$ cat config.mk
export PLATFORM = sky130hd
export DESIGN_NAME = interval_sequencer
export DESIGN_NICKNAME = d
export VERILOG_FILES = /design/src/rtl/interval_pkg.sv /design/src/rtl/tick_prescaler.sv /design/src/rtl/interval_sequencer.sv
export SDC_FILE = /design/constraint.sdc
export NUM_CORES = 1
export LEC_CHECK = 0
export CAP_MARGIN = 20
export CORE_UTILIZATION = 35
export CTS_CLUSTER_SIZE = 30
export DETAILED_ROUTE_END_ITERATION = 8
export HOLD_SLACK_MARGIN = 0.08
export SETUP_SLACK_MARGIN = 0.2
export SYNTH_ARGS = -nofsm -noshare
export SYNTH_HDL_FRONTEND = slang
export SYNTH_SLANG_ARGS = --single-unit
$ cat constraint.sdc
create_clock -name clk -period 4.4 [get_ports clk]
set_input_delay 1.1 -clock clk [delete_from_list [all_inputs] [get_ports clk]]
set_output_delay 1.1 -clock clk [all_outputs]
set_load 0.005 [all_outputs]
$ cat src/rtl/interval_pkg.sv
// interval_pkg: shared types and constants for the interval sequencer
// and its timing helpers.
package interval_pkg;

    typedef enum logic [1:0] {
        IDLE,
        LOAD,
        RUN,
        DONE
    } state_t;

    localparam int CNT_W = 8;
    localparam int TICK_DIV_DEFAULT = 10000;
    localparam logic [CNT_W-1:0] END_MARK = '0;

endpackage

$ cat src/rtl/tick_prescaler.sv
// tick_prescaler: modulo-TICK_DIV divider that emits one-cycle ticks
// while run is high and sits at zero otherwise.
module tick_prescaler #(
    parameter int TICK_DIV = 10000
) (
    input  logic clk,
    input  logic clr,
    input  logic run,
    output logic tick
);
    localparam int W = (TICK_DIV > 1) ? $clog2(TICK_DIV) : 1;
    localparam logic [W-1:0] LAST = W'(TICK_DIV - 1);

    logic [W-1:0] cnt;

    always_ff @(posedge clk) begin
        if (clr || !run) begin
            cnt <= '0;
        end else if (cnt == LAST) begin
            cnt <= '0;
        end else begin
            cnt <= cnt + 1'b1;
        end
    end

    assign tick = run && (cnt == LAST);

endmodule

$ cat src/rtl/interval_sequencer.sv
// interval_sequencer: steps an external terminal-count counter through a
// programmed interval table. Wrap mode: INTERVAL_SEQUENCER_LOOP_EN.
module interval_sequencer
    import interval_pkg::*;
#(
    parameter int TICK_DIV = TICK_DIV_DEFAULT,
    parameter int NPHASE   = 4,
    parameter int PHW      = 2
) (
    input  logic             clk,
    input  logic             clr,
    input  logic             start,
    input  logic             abort,
    input  logic             wr_en,
    input  logic [PHW-1:0]   wr_addr,
    input  logic [CNT_W-1:0] wr_data,
    input  logic             cnt_rco,
    output logic             cnt_clr_n,
    output logic             cnt_en,
    output logic [CNT_W-1:0] cnt_limit,
    output logic [PHW-1:0]   phase,
    output logic             busy,
    output logic             phase_done,
    output logic             seq_done
);
    localparam logic [PHW-1:0] LAST_PH = PHW'(NPHASE - 1);

    state_t           state;
    state_t           state_n;
    logic [PHW-1:0]   phase_n;
    logic [PHW-1:0]   phase_inc;
    logic             pd_n;
    logic             sd_n;
    logic             seq_end;
    logic             running;
    logic [CNT_W-1:0] tbl [NPHASE];

    assign phase_inc = phase + 1'b1;
    // Look one entry ahead so a trailing zero ends the sequence
    // directly from the RCO cycle instead of via an extra LOAD.
    assign seq_end   = (phase == LAST_PH) || (tbl[phase_inc] == END_MARK);
    assign running   = (state == RUN);
    assign cnt_clr_n = running;

    tick_prescaler #(
        .TICK_DIV(TICK_DIV)
    ) u_presc (
        .clk (clk),
        .clr (clr),
        .run (running && !cnt_rco),
        .tick(cnt_en)
    );

    always_comb begin
        state_n = state;
        phase_n = phase;
        pd_n    = 1'b0;
        sd_n    = 1'b0;
        unique case (state)
            IDLE: begin
                phase_n = '0;
                if (start) begin
                    state_n = LOAD;
                end
            end
            LOAD: begin
                if (abort) begin
                    state_n = IDLE;
                    phase_n = '0;
                end else if (tbl[phase] == END_MARK) begin
                    state_n = DONE;
                    sd_n    = 1'b1;
                end else begin
                    state_n = RUN;
                end
            end
            RUN: begin
                if (abort) begin
                    state_n = IDLE;
                    phase_n = '0;
                end else if (cnt_rco) begin
                    pd_n = 1'b1;
                    if (seq_end) begin
                        sd_n = 1'b1;
`ifdef INTERVAL_SEQUENCER_LOOP_EN
                        state_n = LOAD;
                        phase_n = '0;
`else
                        state_n = DONE;
`endif
                    end else begin
                        state_n = LOAD;
                        phase_n = phase_inc;
                    end
                end
            end
            DONE: begin
                state_n = IDLE;
                phase_n = '0;
            end
            default: begin
                state_n = IDLE;
                phase_n = '0;
            end
        endcase
    end

    always_ff @(posedge clk) begin
        if (clr) begin
            state      <= IDLE;
            phase      <= '0;
            cnt_limit  <= '0;
            busy       <= 1'b0;
            phase_done <= 1'b0;
            seq_done   <= 1'b0;
        end else begin
            state      <= state_n;
            phase      <= phase_n;
            busy       <= (state_n == LOAD) || (state_n == RUN);
            phase_done <= pd_n;
            seq_done   <= sd_n;
            if (state_n == LOAD) begin
                cnt_limit <= tbl[phase_n];
            end
        end
    end

    always_ff @(posedge clk) begin
        if (clr) begin
            for (int i = 0; i < NPHASE; i++) begin
                tbl[i] <= '0;
            end
        end else if (wr_en && (state == IDLE || state == DONE)) begin
            tbl[wr_addr] <= wr_data;
        end
    end

endmodule

# Word-level counts from Yosys, hierarchy flattened
# Memories as Yosys holds them, arrays and structs flattened. A register that Yosys moved wholly into a read port is not among the register bits.
# Cells that the tools add are included.
# Widths: inputs -> output; s select.
# totals
reg_bits,21
latch_bits,0
ram_bits,32
rom_bits,0
input_bits,16
out_inout_bits,15
n_memories,1
# memory_table
name,words,word_bits,rd,rd_ports_with_merged_regs,wr,line,text
tbl,4,8,3,2,4,interval_sequencer.sv:36,logic [CNT_W-1:0] tbl [NPHASE];
# op_classes
n_addsub,2
multipliers,0
div,0
order_cmp,0
eq_ne,7
n_shift,0
mux,28
n_bitwise,1
n_reduce_logical,16
# ops
operator,count
$mux 2,11
$logic_not 8->1,2
$add 14x1->14 const B,1
$eq 14x14->1 const B,1
$mux 1,13
$eq 2x2->1 const B,4
$mux 8,1
$pmux 2 s4,1
$reduce_or 8->1,1
$pmux 2 s3,1
$eq 2x1->1 const B,2
$logic_or 1x1->1,4
$reduce_or 2->1,2
$logic_and 1x1->1,3
$reduce_or 3->1,1
$add 2x1->2 const B,1
$logic_not 1->1,2
$logic_not 2->1,1
$pmux 1 s2,1
$not 1->1,1

# Logic depth before layout (Yosys ltp)
# Gate-level depths: netlist of the first run.
# An unclocked memory read counts as a cell.
# depth
word_depth,10
depth_mapped,13

# By module
# From an unflattened synthesis of the first run, not the netlist that was laid out.
# hier_totals
cells_unflattened,293
area_unflattened_um2,3118.0
# modules_own_cells
mod,n_inst,cells_per_inst,area_per_inst_um2,seq_area_each_um2
interval_sequencer,1,222,2479.9,1261.2
tick_prescaler,1,71,638.1,280.3

# Worst setup path before layout of the first run
# Ideal clock, no wire load.
# synth_path
path_type,reg-to-reg
start,register phase[0]
end,register cnt_limit[0] (read register of tbl)
setup_ps,56
arrival_ps,3045
slack_ps,1299
stages_incl_launch_ff,14
path_buffers,4
period_less_slack_ps,3101
path_cell_list,dfxtp_1 -> ha_1 -> clkbuf_1 -> mux4_2 -> o221a_2 -> o211ai_1 -> o31a_1 -> ha_1 -> clkbuf_1 -> nand2b_1 -> buf_1 -> buf_2 -> nor3_1 -> a211o_2
# synth_between
elab_chain_len,9
word_cells_on_any_way,15
# synth_rtl
item,line,text
"start, declared",interval_sequencer.sv:21,"output logic [PHW-1:0] phase,"
"start signal, assigned",interval_sequencer.sv:118,phase <= phase_n;
$add 2x1->2,interval_sequencer.sv:38,assign phase_inc = phase + 1'b1;
$mem_v2 4x8,-,
$logic_not 8->1,interval_sequencer.sv:41,assign seq_end = (phase == LAST_PH) || (tbl[phase_inc] == END_MARK);
$logic_or 1x1->1,interval_sequencer.sv:41,
$mux 2,interval_sequencer.sv:83,if (seq_end) begin
$mux 2,interval_sequencer.sv:81,end else if (cnt_rco) begin
$mux 2,interval_sequencer.sv:78,if (abort) begin
$pmux 2 s4,interval_sequencer.sv:59,unique case (state)
$eq 2x1->1,interval_sequencer.sv:122,if (state_n == LOAD) begin
"end, declared",interval_sequencer.sv:20,"output logic [CNT_W-1:0] cnt_limit,"
# Several ways; a longest one is shown, not always the timed one.
# A chain may end at the register's enable or synchronous reset.

# Worst setup path after layout of the first run
# layout_path
start,input port cnt_rco
end,output port cnt_en
# layout_between
elab_chain_len,3
# layout_rtl
item,line,text
"start, declared",interval_sequencer.sv:17,"input logic cnt_rco,"
$logic_not 1->1,interval_sequencer.sv:50,".run (running && !cnt_rco),"
$logic_and 1x1->1,interval_sequencer.sv:50,
$logic_and 1x1->1,tick_prescaler.sv:26,assign tick = run && (cnt == LAST);
"end, declared",interval_sequencer.sv:19,"output logic cnt_en,"
# Every way passes these cells.

==> results_dict.tcl, run 1 <==
set metrics [dict create \
    async_flop_share_pct 0 \
    clockBufferDepth 2 \
    required_ns 3.30 \
    cts_tree "done" \
    power.density_mw_per_mm2 336 \
    holdPathStages 1 \
    synth_top_area_share_pct 31.9 \
    netlist_area_mm2 0.00302 \
    max_slew.worst_pin.slew_ns 0.846 \
    grt_first_pass_wirelength_mm 9.99 \
    gp_congestion 0.785 \
    cp-start-kind "input port" \
    hold_class "flop to flop" \
    crit_path_end_kind "output pin" \
    finalSetupTns_ns 0 \
    holdBufCountCts 0 \
    synthCells 280 \
    diodes 0 \
    hpwl_mm 4.62 \
    layout_common_cells "and2_1, edfxtp_1, clkdlybuf4s50_1" \
    first_global_vias 1994 \
    crit_chain "clkdlybuf4s50_1 -> nand2b_1 -> nor2_1 -> clkdlybuf4s50_1" \
    overflow 0 \
    power_frac_clock_pct 36.4 \
    wirelength_mm 6.22 \
    clkTransAtPathRegs_ns 0.06 \
    nFillCells 788 \
    finalNonFillerCells 424 \
    syn_nets 303 \
    synth_seq_cells 61 \
    port_buffers 30 \
    die_h_um 94.8 \
    grt_max_degree 22 \
    slew_headroom_pct 43.0 \
    layout.area.seq_mm2 0.00154 \
    dr.pass1.iters 4 \
    r2r-start "tbl[2][0]" \
    outcome "complete, no violations" \
    pwr-share-comb_pct 10.3 \
    io-pin-count 31 \
    drive_above_1_share_pct 9.72 \
    cts_num_sinks 61 \
    peakVddDrop_mv 0.142 \
    vias 2137 \
    p_int_mw 0.922 \
    cts_root_buf "clkbuf_8" \
    crit_top_cell "clkdlybuf4s50_1" \
    pre_cts_ws_ns 0.717 \
    multi_input_comb_area_mm2 0.00139 \
    switchingPower_mw 0.284 \
    synth_flop_cell "edfxtp_1" \
    cts_buffers 9 \
    finalSetupViolCount 0 \
    avgSynthCellArea_um2 10.8 \
    clock_skew_ns 0.00729 \
    cpPeakStageDelay_ns 0.51 \
    r2r-end "cnt_limit[0]" \
    post-route-period-util_pct 81.0 \
    min_to "u_presc.cnt[0]" \
    crit_arrival_ns 2.47 \
    fin_crit_ns 3.57 \
    power_frac_seq_pct 53.3 \
    core_area_mm2 0.00826 \
    path_class "input port to output pin" \
    min_from "u_presc.cnt[0]" \
    clock_latency_ns 0.33 \
    rows 33 \
    syn_to_final_growth_pct 19.0 \
    synth_cell_type_count 46 \
    cts_setup_buffers 0 \
    dieArea_mm2 0.00899 \
    cts_resized 0 \
    hold_viol 0 \
    htree_levels 3 \
    synth_area_leaders "edfxtp_1, dfxtp_1, and2_1, mux2i_1, nor2_1" \
    worst-path-max-fanout 5 \
    yosysSeqAreaShare_pct 51.1 \
    drt-initial-drc-count 156 \
    slew_violations 0 \
    vias_per_cell 5.04 \
    ys.warnings.count 0 \
    p_leak_nw 1.29 \
    max_freq_ghz 0.280 \
    cp_slowest_cell "clkdlybuf4s50_1" \
    wl_per_cell_um 14.7 \
    r2r_setup_slack_ns 0.98 \
    drv_cap 0 \
    final_common_cell "and2_1" \
    grtUsageTotal_pct 15.2 \
    worst_slack_ns 0.834 \
    dpl.cell_count 408 \
    drtAntennaViolNets 0 \
    drt_drc_violations_left 0 \
    nets 337 \
    initial_core_util_pct 36.5 \
    rsz0062_at_grt "no" \
    die_width_um 94.8 \
    power_mw 1.21 \
    synth_edf_count 32 \
    yosys.area.top_type "edfxtp_1" \
    swShare_pct 23.5 \
    rr_worst_depth 10 \
    antenna_found_initial 0 \
]
## worst max-delay path, delay by kind of cell
kind	cells	cell delay (ns)
AND/OR/NAND/NOR	2	0.38
buffers and inverters	2	0.98
## cell type report
type                       instances  share of cell area (%)
multi-input combinational        201                    38.6
inverter                           7                   0.732
tap                              105                    3.66
timing repair buffer              34                    9.21
clock buffer                      14                    4.53
sequential                        61                    43.0
clock inverter                     2                   0.279
## cell usage after synthesis (3+ instances only)
| cell | number |
|---|---|
| nor2_1 | 29 |
| edfxtp_1 | 32 |
| and2_1 | 34 |
| nor2b_1 | 6 |
| inv_1 | 7 |
| nand3_1 | 6 |
| xor2_1 | 6 |
| nand2b_1 | 5 |
| dfxtp_1 | 29 |
| or3_1 | 3 |
| nor3b_1 | 11 |
| nor4_1 | 6 |
| xnor2_1 | 4 |
| and3_1 | 6 |
| clkbuf_1 | 6 |
| a211o_2 | 4 |
| o211ai_1 | 3 |
| a211o_1 | 4 |
| nor3_1 | 8 |
| ha_1 | 7 |
| nand2_1 | 9 |
| mux2i_1 | 16 |
| a21oi_1 | 5 |
| o21ai_0 | 3 |
## metal layers
layer / track usage [%] / up-vias / part of all wire [%]
met1: 20.7 / 1001 / 48
met2: 22.1 / 44 / 45
met5: 0 / - / 0
li1: - / 1081 / -
met3: 4.43 / 11 / 5.0
met4: 7.32 / 0 / 2.0
## stage by stage
| step | utilization [%] | hold slack, ns | instance area, um2 |
|---|---|---|---|
| detailed placement | 41.4 | 0.439 | 3420 |
| global route | 43.5 | 0.469 | 3590 |
| CTS | 43.5 | 0.451 | 3590 |
| global placement | 41.4 | 0.431 | 3420 |
| finish | 43.5 | 0.451 | 3590 |
| floorplan | - | 0.418 | 3020 |
## kinds of logic (layout without fill, tap and decap cells)
family | after synthesis | count (layout) | synth area share, %
and+or+nand+nor | 135 | 135 | 25.4
xor gates and xnor gates | 10 | 10 | 2.90
buffers and inverters | 18 | 57 | 2.90
adders and majority gates | 7 | 7 | 2.90
DFF | 61 | 61 | 51.1
muxes | 17 | 17 | 6.06
AOI/OAI and AO/OA | 32 | 32 | 8.76
## worst max path at each step
| stage | to | start | depth (start not counted) |
|---|---|---|---|
| 2_1_floorplan | cnt_limit[0] | phase[0] | 13 |
| 3_3_place_gp | cnt_limit[4] | abort | 9 |
| 3_5_place_dp | cnt_limit[4] | abort | 9 |
| 4_1_cts | cnt_en | cnt_rco | 4 |
| 5_1_grt | cnt_en | cnt_rco | 4 |
| 6_report | cnt_en | cnt_rco | 4 |
## power by group through the flow
stage	combinational (mW)	clock (mW)	sequential (mW)
6_report	0.124	0.439	0.643
5_1_grt	0.137	0.481	0.646
4_1_cts	0.126	0.448	0.643
3_5_place_dp	0.125	0	0.656
3_3_place_gp	0.125	0	0.655
2_1_floorplan	0.0699	0	0.651
## sequential cells by signal, indices dropped and copies added, names as in the netlist
| register | count |
|---|---|
| busy | 1 |
| cnt_limit | 8 |
| phase | 2 |
| phase_done | 1 |
| seq_done | 1 |
| state | 2 |
| tbl | 32 |
| u_presc.cnt | 14 |
Note: power is estimated with default switching activity, not from simulation.
==> run 2: changes to the inputs <==
clock period = 3 ns   (was 4.4 ns; I/O delays follow)
==> run 2 against run 1 <==
  * Flip-flop and latch count did not move
  * Cell area rose by 14%
  * Die area did not move
  * Cell count rose by 4.2%
  * Clock power rose by 100%
  * Utilization rose by 6.2 points
  * Largest power group unchanged
  * Global-route usage rose by 0.16 points
  * Register-to-register slack got worse by 0.74 ns
  * Sequential share of layout area fell by 5.3 points
  * Critical path depth rose by 5
  * Hold slack improved by 0.0045 ns
  * Critical path type is now input port to flop
==> results_dict.tcl, run 2 (synthesis gave the netlist of run 1 again) <==
set metrics [dict create \
    io-pin-count 31 \
    hpwl_mm 4.67 \
    crit_path_end_kind "flop" \
    cts_num_sinks 61 \
    rsz0062_at_grt "yes" \
    max_freq_ghz 0.359 \
    slew_violations 0 \
    grt_max_degree 18 \
    worst-path-max-fanout 4 \
    outcome "complete, no violations" \
    finalSetupViolCount 0 \
    htree_levels 3 \
    hold_class "flop to flop" \
    largest_reg_flops 32 \
    wl_met3_um 300 \
    cts_buffers 9 \
    gp_congestion 0.794 \
    port_buffers 30 \
    peakVddDrop_mv 0.182 \
    multi_input_comb_area_mm2 0.00160 \
    wirelength_mm 6.97 \
    drt_drc_violations_left 0 \
    cp-start-kind "input port" \
    syn_to_final_growth_pct 36.0 \
    die_width_um 94.8 \
    routed.top_layer "met4" \
    routed-wl-met2_mm 3.22 \
    nets 355 \
    nFillCells 750 \
    dr.pass1.iters 4 \
    drv_cap 0 \
    required_ns 3.23 \
    rows 33 \
    cts_root_buf "clkbuf_8" \
    wl_met1_mm 3.28 \
    vias 2258 \
    layout.area.seq_mm2 0.00154 \
    drive_above_1_share_pct 23.7 \
    power.density_mw_per_mm2 509 \
    layout_common_cells "and2_1, edfxtp_1, clkdlybuf4s50_1" \
    fin_crit_ns 2.79 \
    dpl_cell_area_mm2 0.00355 \
    first_global_vias 2035 \
    drt-initial-drc-count 81 \
    top_register "tbl" \
    diodes 0 \
    holdBufCountCts 0 \
    drtAntennaViolNets 0 \
    finalSetupTns_ns 0 \
    wl_per_cell_um 15.8 \
    stdcell_area_mm2 0.00410 \
    p_leak_nw 1.49 \
    antenna_found_initial 0 \
    post-route-period-util_pct 92.8 \
    overflow 0 \
    clock_skew_ns 0.00603 \
    slew_headroom_pct 70.0 \
    clkTransAtPathRegs_ns 0.07 \
    crit_arrival_ns 3.01 \
    dieArea_mm2 0.00899 \
    vias_per_cell 5.11 \
    final_common_cell "and2_1" \
    die_h_um 94.8 \
    reg_top3 "tbl (32), u_presc.cnt (14), cnt_limit (8)" \
    hold_viol 0 \
    initial_core_util_pct 36.5 \
    grtUsageTotal_pct 15.4 \
    grt_first_pass_wirelength_mm 10.2 \
    max_slew.worst_pin.slew_ns 0.449 \
    cts_tree "done" \
    clock_latency_ns 0.34 \
    clockBufferDepth 2 \
    path_class "input port to flop" \
    core_area_mm2 0.00826 \
]
-- run 2: changes by cell type in the layout (fill, tap and decap cells not counted), sizes merged --
cell,delta
clkinvlp,+1
bufinv,+3
clkbuf,-2
clkdlybuf4s50,-1
clkinv,+1
dlygate4sd2,+1
buf,+15
-- run 2: cell type report --
| type | instances | area share, % |
|---|---|---|
| clock inverters | 7 | 2.78 |
| multi-input cells | 201 | 39.0 |
| flip-flops and latches | 61 | 37.7 |
| repair buffers | 52 | 13.7 |
| clock buffers | 9 | 3.02 |
| well taps | 105 | 3.20 |
| inverters | 7 | 0.641 |
-- run 2: through the flow --
stage	worst slack [ns]	std cells	hold WS (ns)	util, %	power [mW]
after floorplan	0.202	280	0.418	-	1.06
after global placement	-0.0477	420	0.430	42.9	1.17
after detailed placement	-0.0570	420	0.438	42.9	1.17
after CTS	0.234	436	0.455	45.9	2.05
after global routing	0.103	442	0.469	49.7	2.16
final	0.215	442	0.456	49.7	2.09
-- run 2: path summary, 6_finish.rpt --
check | from | to | slack, ns | cells after the start
max | abort | cnt_limit[1] | 0.21 | 9
min | u_presc.cnt[0] | u_presc.cnt[0] | 0.46 | 1
max reg2reg | tbl[1][4] | cnt_limit[2] | 0.24 | 10
min reg2reg | u_presc.cnt[0] | u_presc.cnt[0] | 0.46 | 1
-- run 2: report_power, final --
group	internal, mW	switching [mW]
Clock	0.547	0.337
Combinational	0.136	0.117
Sequential	0.920	0.0310
Total	1.60	0.485
-- run 2: critical path, cell delays in order --
cell             delay (ns)
clkdlybuf4s50_1        0.44
nand2b_4               0.16
or3_1                  0.32
a311oi_2               0.25
a221o_2                0.29
clkbuf_16              0.18
mux2i_4                0.26
nor3_4                 0.06
a211o_2                0.30
-- run 2: routing by layer --
layer | vias to the layer above | global-route usage (%)
li1 | 1119 | -
met1 | 1065 | 21.0
met2 | 57 | 22.2
met3 | 17 | 4.27
met4 | 0 | 7.70
met5 | - | 0
-- run 2: what timing repair did --
action	in CTS	in global routing
pin swaps	1	16
resized for setup	3	37
endpoints found under the setup margin	2	8
setup buffers	0	3
cloned	0	3
==> patch 1, RTL diff (flow settings as in run 1) <==
Add a define of `INTERVAL_SEQUENCER_LOOP_EN`.
--- a/src/rtl/interval_sequencer.sv
+++ b/src/rtl/interval_sequencer.sv
@@ -1,5 +1,7 @@
 // interval_sequencer: steps an external terminal-count counter through a
 // programmed interval table. Wrap mode: INTERVAL_SEQUENCER_LOOP_EN.
+`define INTERVAL_SEQUENCER_LOOP_EN
+
 module interval_sequencer
     import interval_pkg::*;
 #(
Formal check against the unedited RTL: not equivalent (Yosys sat finds a counterexample within 4 cycles, from zero or initial values).
==> patch 1 against run 1 <==
Clock power grew 7.1%; sequential cell count unchanged; critical endpoint unchanged; global-route usage up 0.35 points; sequential share of layout area shrank 0.56 points; routed wire length up 4.0%; final area rose by 1.3%; worst setup slack better by 0.060 ns; total power is 3.2% higher; area after synthesis increased by 0.29%.
==> patch 1: results (changes against run 1) <==
[cells_and_area]
nNetsFinal=327  ; -3.0%
final_cell_area_um2=3640  ; +1.3%
drive_gt1_frac=0.142  ; +0.0452
final.fill_count=791  ; +0.38%

[synth]
synth_compound_area_frac=0.118  ; +0.0304
synth_area_leaders=edfxtp_1 32%, dfxtp_1 19%, and2_1 6.8%
ys_top_cells_by_count=33 x and2_1, 32 x edfxtp_1, 31 x nor2_1
synth.distinct_cells=41  ; -11%
synth_mux_area_frac=0.0426  ; -0.0180
synthAdderAreaFrac=0.0290  ; -0.0000841
synth-xor-area-share=0.0348  ; +0.00571
syn_nets=289  ; -4.6%

[clock_tree]
post-cts-setup-buffer-count=0  ; unchanged

[worst_setup_path]
arrival_ns=2.41  ; -0.06 ns
rrSetupSlack_ns=1.14  ; +0.16 ns
path_max_fanout=5  ; unchanged

[placed_design]
placed_area_um2=3450  ; +1.1%
dp_hpwl_um=4790  ; +3.8%
place_congestion=0.778  ; -0.99%

[detailed_routing]
viasPerCell=5.03  ; -0.27%
detail_route.iter0.violations=89  ; -43%
drt_wl_total_um=6470  ; +4.0%

[power_and_ir_drop]
irDropWorstVdd_mv=0.196  ; +38%
p_leak_nw=1.33  ; +3.4%

[global_routing]
grt_usage=0.156  ; +0.00349
grt_pass1_wl_um=10300  ; +3.2%
grt_pass1_vias=1998  ; +0.20%
grtUsageMet2=0.235  ; +0.0138
globalRouteMet1Util=0.212  ; +0.00535
gr-usage-met3=0.0483  ; +0.00403

[sta]
fin_skew_ns=0.00947  ; +0.00219 ns
tightest_slew_ns=0.814  ; -0.0321 ns

[status]
outcome=complete, no violations

patch 1: changes by cell type after synthesis, sizes merged, moves of 3 or more:
cell | before | now
o221ai | 0 | 8
a211o | 8 | 0
and3 | 6 | 11
mux2i | 16 | 8
nor4 | 6 | 10
a41oi | 0 | 8
nor3 | 9 | 0
o211ai | 3 | 0
nor2b | 6 | 2
o21ai | 3 | 0
inv | 7 | 17
nor3b | 11 | 3
or3 | 3 | 0
patch 1: metal layers:
layer | wire, um | share of wire
met1 | 3220 | 0.50
met2 | 3030 | 0.47
met3 | 177 | 0.027
met4 | 43 | 0.0066
met5 | 0 | 0
patch 1: stage by stage:
stage | hold WS (ns) | setup WS, ns | std cells
2_1_floorplan | 0.418 | 1.74 | 266
4_1_cts | 0.459 | 0.873 | 414
3_5_place_dp | 0.440 | 0.858 | 398
6_report | 0.453 | 0.894 | 414
3_3_place_gp | 0.432 | 0.902 | 398
5_1_grt | 0.468 | 0.828 | 414
patch 1: logic make-up (layout without fill, tap and decap cells):
logic type	Yosys count	count (layout)
XOR/XNOR	12	12
multiplexers	10	10
adder cells (fa/ha/maj)	7	7
flip-flops	61	61
AO/OA/AOI/OAI	29	29
AND/OR/NAND/NOR	121	121
buffers and inverters	26	69
patch 1: layout make-up:
cell class | instances | share of cell area
Inverter | 17 | 0.0175
Tap cell | 105 | 0.0361
Timing Repair Buffer | 36 | 0.0950
Multi-Input combinational cell | 179 | 0.377
Clock buffer | 10 | 0.0351
Sequential cell | 61 | 0.424
Clock inverter | 6 | 0.0148
patch 1: final timing paths:
kind                  startpoint             end  cells after the start
setup / recovery         cnt_rco          cnt_en                      4
hold / removal    u_presc.cnt[0]  u_presc.cnt[0]                      1
setup reg to reg       tbl[1][4]    cnt_limit[4]                      9
hold reg to reg   u_presc.cnt[0]  u_presc.cnt[0]                      1
patch 1: power breakdown:
| part | internal [W] | switching [W] |
|---|---|---|
| registers | 0.000627 | 0.0000188 |
| logic | 0.0000643 | 0.0000638 |
| clock network | 0.000255 | 0.000215 |
patch 1: worst max-delay path, cell delays in order:
cell	delay (ns)
clkdlybuf4s50_1	0.43
nand2b_1	0.24
nor2_1	0.14
clkdlybuf4s50_1	0.50
==> patch 2, RTL diff (config.mk and constraints of run 1) <==
Without the edit above. Register the input `wr_data` before use, without a reset. The logic sees it one clock later. The other inputs are not delayed to match.
--- a/src/rtl/interval_sequencer.sv
+++ b/src/rtl/interval_sequencer.sv
@@ -24,6 +24,12 @@
     output logic             seq_done
 );
     localparam logic [PHW-1:0] LAST_PH = PHW'(NPHASE - 1);
+
+    logic [CNT_W-1:0] wr_data_q;
+
+    always_ff @(posedge clk) begin
+        wr_data_q <= wr_data;
+    end
 
     state_t           state;
     state_t           state_n;
@@ -131,7 +137,7 @@
                 tbl[i] <= '0;
             end
         end else if (wr_en && (state == IDLE || state == DONE)) begin
-            tbl[wr_addr] <= wr_data;
+            tbl[wr_addr] <= wr_data_q;
         end
     end
 
Behaviour: not the same (Yosys sat finds a counterexample within 4 cycles, from zero or initial values).
==> patch 2 against run 1 <==
Worst hold slack better by 0.023 ns; die area is 5.6% higher; combinational power is 6% lower; routed wire length is 7.9% higher; worst setup slack worse by 0.0012 ns; area after synthesis is 5.8% higher; sequential share of layout area is 1.5 points higher; final cell count is 5.2% higher; clock power is 16% higher; clock skew is 0.0049 ns higher; total power is 12% higher; final area is 6.6% higher; sequential cell count is 8 higher.
==> patch 2: results (changes against run 1) <==
[status]
outcome=complete, no violations

[worst_setup_path]
r2r-start=tbl[0][0]
path_max_fanout=6  ; +1
rrSetupSlack_ns=1.45  ; +0.47 ns
rr_endpoint=cnt_limit[2]
rr_worst_depth=10  ; unchanged
setup.worst_path.end=cnt_en

[clock_tree]
htree_levels=3  ; unchanged
root_buffer=clkbuf_8
post-cts-setup-buffer-count=0  ; unchanged
cts.clk_slew.worst_paths_ns=0.08  ; +0.02 ns
clock_path_buffers=2  ; unchanged
clock_latency_ns=0.35  ; +0.02 ns

[synth]
synth_area_leaders=edfxtp_1 30%, dfxtp_1 23%, and2_1 5.7%
synth_compound_area_frac=0.109  ; +0.0219
synthAdderAreaFrac=0.0275  ; -0.00158
syn_nets=317  ; +4.6%
syn_inst=294  ; +5.0%
synth.distinct_cells=44  ; -4.3%
ys_top_cells_by_count=37 x dfxtp_1, 32 x edfxtp_1, 29 x and2_1
synthArstFlopShare=0  ; unchanged
ys_seq_area_frac=0.534  ; +0.0223
synth-xor-area-share=0.0330  ; +0.00391
yosys_warnings=0  ; unchanged
synth_mux_area_frac=0.0392  ; -0.0213

[placed_design]
placed_area_um2=3630  ; +6.3%
dp_hpwl_um=5030  ; +8.9%
place_congestion=0.835  ; +6.3%
placed_cells=430  ; +5.4%
portBuffers=30  ; unchanged
post-place-ws_ns=0.828  ; +0.111 ns

[detailed_routing]
met3RoutedLength_um=232  ; -26%
maxUsedRoutingLayer=met4
met2_length_um=2990  ; +6.7%
vias=2267  ; +6.1%
drt_wl_total_um=6710  ; +7.9%
wl_per_cell_um=15.0  ; +2.6%
detail_route.iter0.violations=113  ; -28%
wl_met1_um=3270  ; +9.7%

[sta]
hold_ws_ns=0.474  ; +0.0231 ns
relSlewSlack=0.523  ; +0.0923
min_period_ns=3.57  ; +0.00120 ns
fin_skew_ns=0.0121  ; +0.00485 ns

[min_path]
min_path_type=register to register

[cells_and_area]
top_regs=tbl x32, u_presc.cnt x14
final.fill_count=833  ; +5.7%
drive_gt1_frac=0.0947  ; -0.00250
nNetsFinal=356  ; +5.6%
antenna_cells=0  ; unchanged

[global_routing]
grtUsageMet2=0.222  ; +0.000402
gr-usage-met3=0.0295  ; -0.0148
globalRouteMet1Util=0.188  ; -0.0188
grt_pass1_wl_um=10600  ; +6.0%
grt_usage=0.145  ; -0.00749
grt_pass1_vias=2171  ; +8.9%
grt_max_degree=17  ; -23%

[power_and_ir_drop]
p_leak_nw=1.36  ; +5.2%
irDropWorstVdd_mv=0.156  ; +9.7%
switching_share=0.272  ; +0.0369

[patch 2: area by class of cell]
type	instances	area, um2	share of cell area
Clock buffer	9	124	0.0324
Clock inverter	7	70.1	0.0183
Inverter	10	37.5	0.00981
Multi-Input combinational cell	209	1430	0.373
Sequential cell	69	1700	0.445
Tap cell	108	135	0.0353
Timing Repair Buffer	34	330	0.0864
[patch 2: power groups by stage]
| stage | clock [W] | sequential, W | combinational, W |
|---|---|---|---|
| final | 0.000509 | 0.000726 | 0.000117 |
| after global routing | 0.000553 | 0.000730 | 0.000130 |
| after CTS | 0.000527 | 0.000726 | 0.000117 |
| after detailed placement | 0 | 0.000741 | 0.000117 |
| after global placement | 0 | 0.000741 | 0.000117 |
| after floorplan | 0 | 0.000733 | 0.0000634 |
